`config.mk`:
```
export PLATFORM = sky130hd
export DESIGN_NAME = lwe_rej_sampler
export DESIGN_NICKNAME = d
export VERILOG_FILES = /design/src/rtl/lwe_pkg.sv /design/src/rtl/lwe_rej_sampler.sv
export SDC_FILE = /design/constraint.sdc
export NUM_CORES = 1
export LEC_CHECK = 0
export ABC_AREA = 1
export ABC_CLOCK_PERIOD_IN_PS = 2120
export CORE_UTILIZATION = 50
export DETAILED_ROUTE_END_ITERATION = 16
export GPL_ROUTABILITY_DRIVEN = 0
export PLACE_DENSITY = 0.87
export SETUP_SLACK_MARGIN = 0.2
export SLEW_MARGIN = 20
export SYNTH_ARGS = -nofsm -noshare
export SYNTH_HDL_FRONTEND = slang
export SYNTH_SLANG_ARGS = --single-unit
export TNS_END_PERCENT = 5
```
`constraint.sdc`:
```
create_clock -name clk -period 2.12 [get_ports clk]
set_input_delay 0.424 -clock clk [delete_from_list [all_inputs] [get_ports clk]]
set_output_delay 0.424 -clock clk [all_outputs]
set_load 0.01 [all_outputs]
```
`src/rtl/lwe_pkg.sv`:
```
`default_nettype none
// ============================================================================
//  Module   : lwe_pkg
//  Purpose  : Shared constants and FSM state type for the LWE rejection sampler
//  Revision : 1.0 - initial release
// ============================================================================
package lwe_pkg;

    localparam int Q               = 3329;
    localparam int CHUNK_W         = 12;
    localparam int CHUNKS_PER_WORD = 21;

    typedef enum logic [1:0] {
        IDLE  = 2'd0,
        FETCH = 2'd1,
        SCAN  = 2'd2,
        DRAIN = 2'd3
    } state_t;

endpackage
`default_nettype wire

```
`src/rtl/lwe_rej_sampler.sv`:
```
`default_nettype none
// ============================================================================
//  Module   : lwe_rej_sampler
//  Purpose  : Uniform mod-Q coefficient sampler by rejection of 12-bit chunks
//  Revision : 1.0 - initial release
// ============================================================================
module lwe_rej_sampler #(
    parameter int Q      = lwe_pkg::Q,
    parameter int N_COEF = 256,
    parameter int WORD_W = 256
) (
    input  logic              clk,
    input  logic              rst,
    input  logic              start,
    input  logic [WORD_W-1:0] rnd_word,
    input  logic              rnd_valid,
    output logic              rnd_ready,
    output logic [11:0]       coef_out,
    output logic              coef_valid,
    input  logic              coef_ready,
    output logic              busy,
    output logic              done,
    output logic [15:0]       reject_cnt
);
    import lwe_pkg::*;

    localparam int                  c_pcnt_w    = $clog2(N_COEF + 1);
    localparam int                  c_idx_w     = $clog2(CHUNKS_PER_WORD);
    localparam logic [c_pcnt_w-1:0] c_last_coef = c_pcnt_w'(N_COEF - 1);
    localparam logic [c_idx_w-1:0]  c_last_idx  = c_idx_w'(CHUNKS_PER_WORD - 1);
    localparam logic [CHUNK_W:0]    c_q         = (CHUNK_W + 1)'(Q);

    state_t                r_state;
    state_t                w_next_state;
    logic [WORD_W-1:0]     r_word;
    logic [c_idx_w-1:0]    r_idx;
    logic [c_pcnt_w-1:0]   r_produced;
    logic [CHUNK_W-1:0]    r_coef;
    logic                  r_coef_valid;
    logic [15:0]           r_reject;
    logic                  r_done;

    logic                  w_slot_free;
    logic [CHUNK_W-1:0]    w_chunk;
    logic                  w_accept;
    logic                  w_load;
    logic                  w_eval;

    // The current chunk always sits in the low bits; the word shifts down as it is consumed.
    assign w_chunk     = r_word[CHUNK_W-1:0];
    assign w_accept    = {1'b0, w_chunk} < c_q;
    assign w_slot_free = !r_coef_valid || coef_ready;

    assign rnd_ready   = (r_state == FETCH);
    assign busy        = (r_state != IDLE);
    assign done        = r_done;
    assign coef_out    = r_coef;
    assign coef_valid  = r_coef_valid;
    assign reject_cnt  = r_reject;

    always_comb begin
        w_next_state = r_state;
        w_load       = 1'b0;
        w_eval       = 1'b0;
        case (r_state)
            IDLE: begin
                if (start) w_next_state = FETCH;
            end
            FETCH: begin
                if (rnd_valid) begin
                    w_load       = 1'b1;
                    w_next_state = SCAN;
                end
            end
            SCAN: begin
                if (w_slot_free) begin
                    w_eval = 1'b1;
                    if (w_accept && (r_produced == c_last_coef)) w_next_state = DRAIN;
                    else if (r_idx == c_last_idx)                w_next_state = FETCH;
                end
            end
            DRAIN: begin
                if (w_slot_free) w_next_state = IDLE;
            end
            default: w_next_state = IDLE;
        endcase
    end

    always_ff @(posedge clk) begin
        if (rst) begin
            r_state      <= IDLE;
            r_word       <= '0;
            r_idx        <= '0;
            r_produced   <= '0;
            r_coef       <= '0;
            r_coef_valid <= 1'b0;
            r_reject     <= '0;
            r_done       <= 1'b0;
        end else begin
            r_state <= w_next_state;
            r_done  <= (r_state == DRAIN) && w_slot_free;

            if ((r_state == IDLE) && start) begin
                r_produced <= '0;
                r_reject   <= '0;
            end

            if (w_load) begin
                r_word <= rnd_word;
                r_idx  <= '0;
            end else if (w_eval) begin
                r_word <= r_word >> CHUNK_W;
                r_idx  <= r_idx + 1'b1;
            end

            if (w_eval && w_accept) begin
                r_coef       <= w_chunk;
                r_coef_valid <= 1'b1;
                r_produced   <= r_produced + 1'b1;
            end else if (coef_ready) begin
                r_coef_valid <= 1'b0;
            end

            if (w_eval && !w_accept && (r_reject != 16'hFFFF)) begin
                r_reject <= r_reject + 1'b1;
            end
        end
    end

endmodule
`default_nettype wire

```
# == Yosys cells after proc, flatten, opt, wreduce, memory -nomap -nowiden ==
# Index checks and enable logic that the tools add are counted.
# classes
addsub,3
n_lt_le_gt_ge,1
eq_ne,11
mux,19
reduce_logical,17
# ops
operator,n
$mux 256,2
$mux 16,2
$mux 9,2
$add 16x1->16 const B,1
$ne 16x16->1 const B,1
$lt 12x12->1 const B,1
$mux 2,6
$reduce_bool 2->1,5
$add 9x1->9 const B,1
$eq 9x8->1 const B,1
$ne 2x2->1 const B,4
$pmux 2 s4,1
$logic_and 1x1->1,6
$mux 1,6
$add 5x1->5 const B,1
$eq 5x5->1 const B,1
$reduce_and 5->1,1
$eq 2x2->1 const B,2
$ne 3x3->1 const B,1
$eq 2x1->1 const B,1
$logic_not 1->1,2
$logic_not 2->1,1
$reduce_or 2->1,1
$logic_or 1x1->1,1
# totals
regBits,302
output_inout_bits,32
elab_cells,59

# == Logic depth before layout (Yosys ltp) ==
# logic_depth
ltp_word,7
mapped_depth,13
mapped_depth_nobuf,13

# == Worst setup path after synthesis ==
# Ideal clock, no wire load.
# synth_timing
path_type,register to register
startpoint,reg r_reject[0] (netlist: reject_cnt[0])
endpoint,reg r_reject[10] (netlist: reject_cnt[10])
setup_time_ps,132
arrival_ps,1459
t_required_ps,1988
path_slack_ps,529
stages_incl_launch_ff,12
cell_sequence,dfxtp_1 ha_1 nand2_1 inv_1 nand2_1 nor2_1 nand2_1 nand3_2 inv_2 buf_4 nand3_1 a21oi_1
# synth_between
elab_chain_cells,3
word_cells_on_any_way,5
cone_classes,add/sub: 1; eq/ne: 1; mux: 1; reduce/logical: 2
# synth_rtl
element,line,rtl
"start, declared",lwe_rej_sampler.sv:40,logic [15:0] r_reject;
"start signal, assigned",lwe_rej_sampler.sv:125,r_reject <= r_reject + 1'b1;
branches (longest 3 deep; another with $add 16x1->16),-,
# Parallel ways; which one is timed is not known.
# A chain may end at the register's enable or synchronous reset.

# == Worst setup path in the final report ==
# layout_timing
startpoint,reg r_state[1]
endpoint,out rnd_ready
# layout_between
elab_chain_cells,1
# layout_rtl
element,line,rtl
"start, declared",lwe_rej_sampler.sv:33,state_t r_state;
"start signal, assigned",lwe_rej_sampler.sv:100,r_state <= w_next_state;
$eq 2x1->1,lwe_rej_sampler.sv:54,assign rnd_ready = (r_state == FETCH);
"end, declared",lwe_rej_sampler.sv:17,"output logic rnd_ready,"
# No other way between the ends.

==> flow_summary_export.csv <==
group,metric,value,unit
drt,highest_layer,"met4",
min_path,whs_path_depth,3,
timing,finClkSkew,0.0151,ns
placed_design,post-place-cells,2177,
worst_setup_path,reg2regPathDepth,10,
power_and_ir_drop,p_clk_frac,0.278,
min_path,hold_path.startpoint,"rst",
logic_synthesis,synthTopCellsByArea,"dfxtp_1, a221oi_1, nor2_1",
worst_setup_path,cp_max_fo,4,
grt,globalRoute.totalOverflow,0,
grt,grt_max_degree,125,
floorplanning,die_width,160,um
power_and_ir_drop,p_comb_frac,0.337,
timing,tightest_slew,0.602,ns
min_path,hold_path_end,"r_word[95]",
floorplanning,dieArea,25600,sq um
clock_tree,cts_made_buffers,30,
logic_synthesis,synth_cells,1629,
logic_synthesis,yosysSeqAreaShare,0.484,
drt,wl_per_cell,17.0,um
power_and_ir_drop,power.leakage,5.91,nW
timing,fin_hold_ws,0.346,ns
logic_synthesis,synth_largest_area_cell,"dfxtp_1",
grt,antenna_found_initial,1,
drt,antenna_left,0,
clock_tree,htreeDepth,1,
clock_tree,post_cts.repair.setup_buffers,0,
power_and_ir_drop,switching_share,0.342,
worst_setup_path,arrival,1.52,ns
power_and_ir_drop,seqPwrFrac,0.385,
logic_synthesis,ys_ff_latch,302,
drt,wl_met2,17600,um
min_path,hp-class,"in2reg",
timing,min_period,1.94,ns
worst_setup_path,r2r_end,"reject_cnt[11]",
drt,vias,12651,
timing,hold_viol_final,0,
logic_synthesis,synth.top_cell.area_share,0.484,
floorplanning,num_rows,57,
timing,final_max_slew_viol_count,0,
drt,drt_pass1_iterations,6,
worst_setup_path,critPathKind,"reg2out",
final_layout,nFillCells,1865,
floorplanning,io-pin-count,293,
floorplanning,die_h,160,um
clock_tree,clock-sinks,302,
worst_setup_path,crit_path_end_kind,"output port",
grt,grt_pass1_wl,61200,um
power_and_ir_drop,powerDensity,1080,nW/um^2
run,drv_cap,0,
drt,routedLengthMet1,15700,um
power_and_ir_drop,switching_power,6.27,mW
clock_tree,hold_buffers,0,
timing,slew_headroom,0.594,
worst_setup_path,critical_path_required,1.70,ns
clock_tree,cts_tree,"done",
timing,setup_viol,0,
logic_synthesis,synth-main-ff-cell,"dfxtp_1",
outcome,status,"complete, no violations",
power_and_ir_drop,internal_power,12.1,mW
timing,fmax,514,MHz
clock_tree,cts_root_buf,"clkbuf_16",
final_layout,fin_nets,2151,
power_and_ir_drop,vdd_drop_max,0.000771,V
final_layout,layout_commonest_cell,"nor2_1",
placed_design,port_buffers,292,
drt,initialDrtViolationCount,1390,
logic_synthesis,yosysWarnings,0,
placed_design,hpwl,25800,um
floorplanning,design.core.area,24400,sq um
final_layout,final_cells,2227,
drt,drc,0,
final_layout,final_cell_mix,"nor2_1, nand2_1, dfxtp_1",
logic_synthesis,syn_nets,1895,
drt,met3_length,3020,um
logic_synthesis,synth_area_per_cell,7.66,sq um
logic_synthesis,synth_edf_count,0,
clock_tree,clock_latency,0.55,ns
drt,wl,37900,um
worst_setup_path,rr_startpoint,"reject_cnt[0]",
worst_setup_path,cp-start-kind,"flop",
timing,min_period_over_period,0.917,
grt,grt_pass1_vias,12187,
timing,rsz0062_at_grt,"yes",
grt,track_usage,0.290,
floorplanning,floorplan.initialDensity,0.512,
worst_setup_path,r2r_slack,0.24,ns
logic_synthesis,synth_cell_types,32,
final_layout,drive_above_1_share,0.0683,
clock_tree,cts_buffer_depth,3,
logic_synthesis,synth-async-reset-ratio,0,
final_layout,syn_to_final_growth,35.5,%
drt,vias_per_cell,5.68,
clock_tree,clk_pin_slew,0.06,ns
logic_synthesis,synth_area,12500,sq um
==> critical path, stage by stage (launching register included) <==
cell	delay [ns]
dfxtp_1	0.40
inv_2	0.08
nand2_2	0.12
inv_1	0.09
dlygate4sd2_1	0.29
==> power groups by stage <==
stage               registers, mW  logic [mW]  clock network, mW
finish                       7.07        6.18               5.10
global route                 7.15        6.74               5.40
CTS                          7.05        6.15               5.17
detailed placement           7.15        6.10                  0
global placement             7.12        5.96                  0
floorplan                    7.01        3.89                  0
==> stage by stage <==
| step | utilization | setup TNS, ns | cell area [sq um] | worst slack (ns) | total power, mW |
|---|---|---|---|---|---|
| floorplan | - | 0 | 12500 | 0.529 | 10.9 |
| global placement | 0.653 | 0 | 15900 | 0.0100 | 13.1 |
| detailed placement | 0.653 | -0.0757 | 15900 | -0.0411 | 13.3 |
| CTS | 0.692 | 0 | 16900 | 0.0777 | 18.4 |
| global route | 0.693 | 0 | 16900 | 0.123 | 19.3 |
| finish | 0.693 | 0 | 16900 | 0.176 | 18.3 |
==> state kept, by name (all words and copies together) (netlist names) <==
name        cells
r_produced      9
coef_valid      1
coef_out       12
reject_cnt     16
done            1
r_word        256
r_state         2
r_idx           5
==> cell usage after synthesis (15+ instances only) <==
cell type    n
a21oi_1     50
a221oi_1   168
a31oi_1     77
buf_2       42
buf_4       15
clkbuf_1    63
dfxtp_1    302
inv_1      114
nand2_1    320
nand3_1     43
nor2_1     367
o21ai_0     19
==> layout make-up <==
type	count	area (sq um)	share of cell area
diodes	1	2.50	0.000148
clock buffers	47	926	0.0547
clock inverters	2	13.8	0.000814
inverters	120	454	0.0269
multi-input cells	1083	5430	0.321
flip-flops and latches	302	6060	0.358
well taps	324	405	0.0240
repair buffers	348	3620	0.214
==> routing by layer <==
metal  global-route usage  vias up
li1                     -     6015
met1                0.375     5952
met2                0.478      586
met3               0.0517       98
met4                0.116        0
met5                    0        -
==> how the worst max path moves through the flow <==
| stage | from | endpoint | cells after the start |
|---|---|---|---|
| after detailed placement | coef_ready | reject_cnt[11] | 8 |
| after global routing | r_produced[1] | r_state[1] | 13 |
| after global placement | coef_ready | r_word[68] | 8 |
| final | r_state[1] | rnd_ready | 4 |
| after CTS | reject_cnt[11] | reject_cnt[11] | 1 |
| after floorplan | reject_cnt[0] | reject_cnt[10] | 11 |
==> logic make-up (layout without fill, tap and decap cells) <==
kind of cell / count (synthesis) / count (layout) / share of synthesized area
AND/OR/NAND/NOR: 752 / 752 / 0.236
other: 0 / 1 / 0
flip-flops: 302 / 302 / 0.484
XOR/XNOR: 7 / 7 / 0.00491
buffers and inverters: 244 / 517 / 0.0821
AO/OA/AOI/OAI: 319 / 319 / 0.187
adder cells (fa/ha/maj): 5 / 5 / 0.00501
==> what timing repair did <==
item / CTS / global route
pin swaps: 0 / 1
hold endpoints to repair: 0 / 0
setup endpoints to repair: 19 / 35
gates resized for setup: 2 / 18
Note: power is estimated with default switching activity, not from simulation.
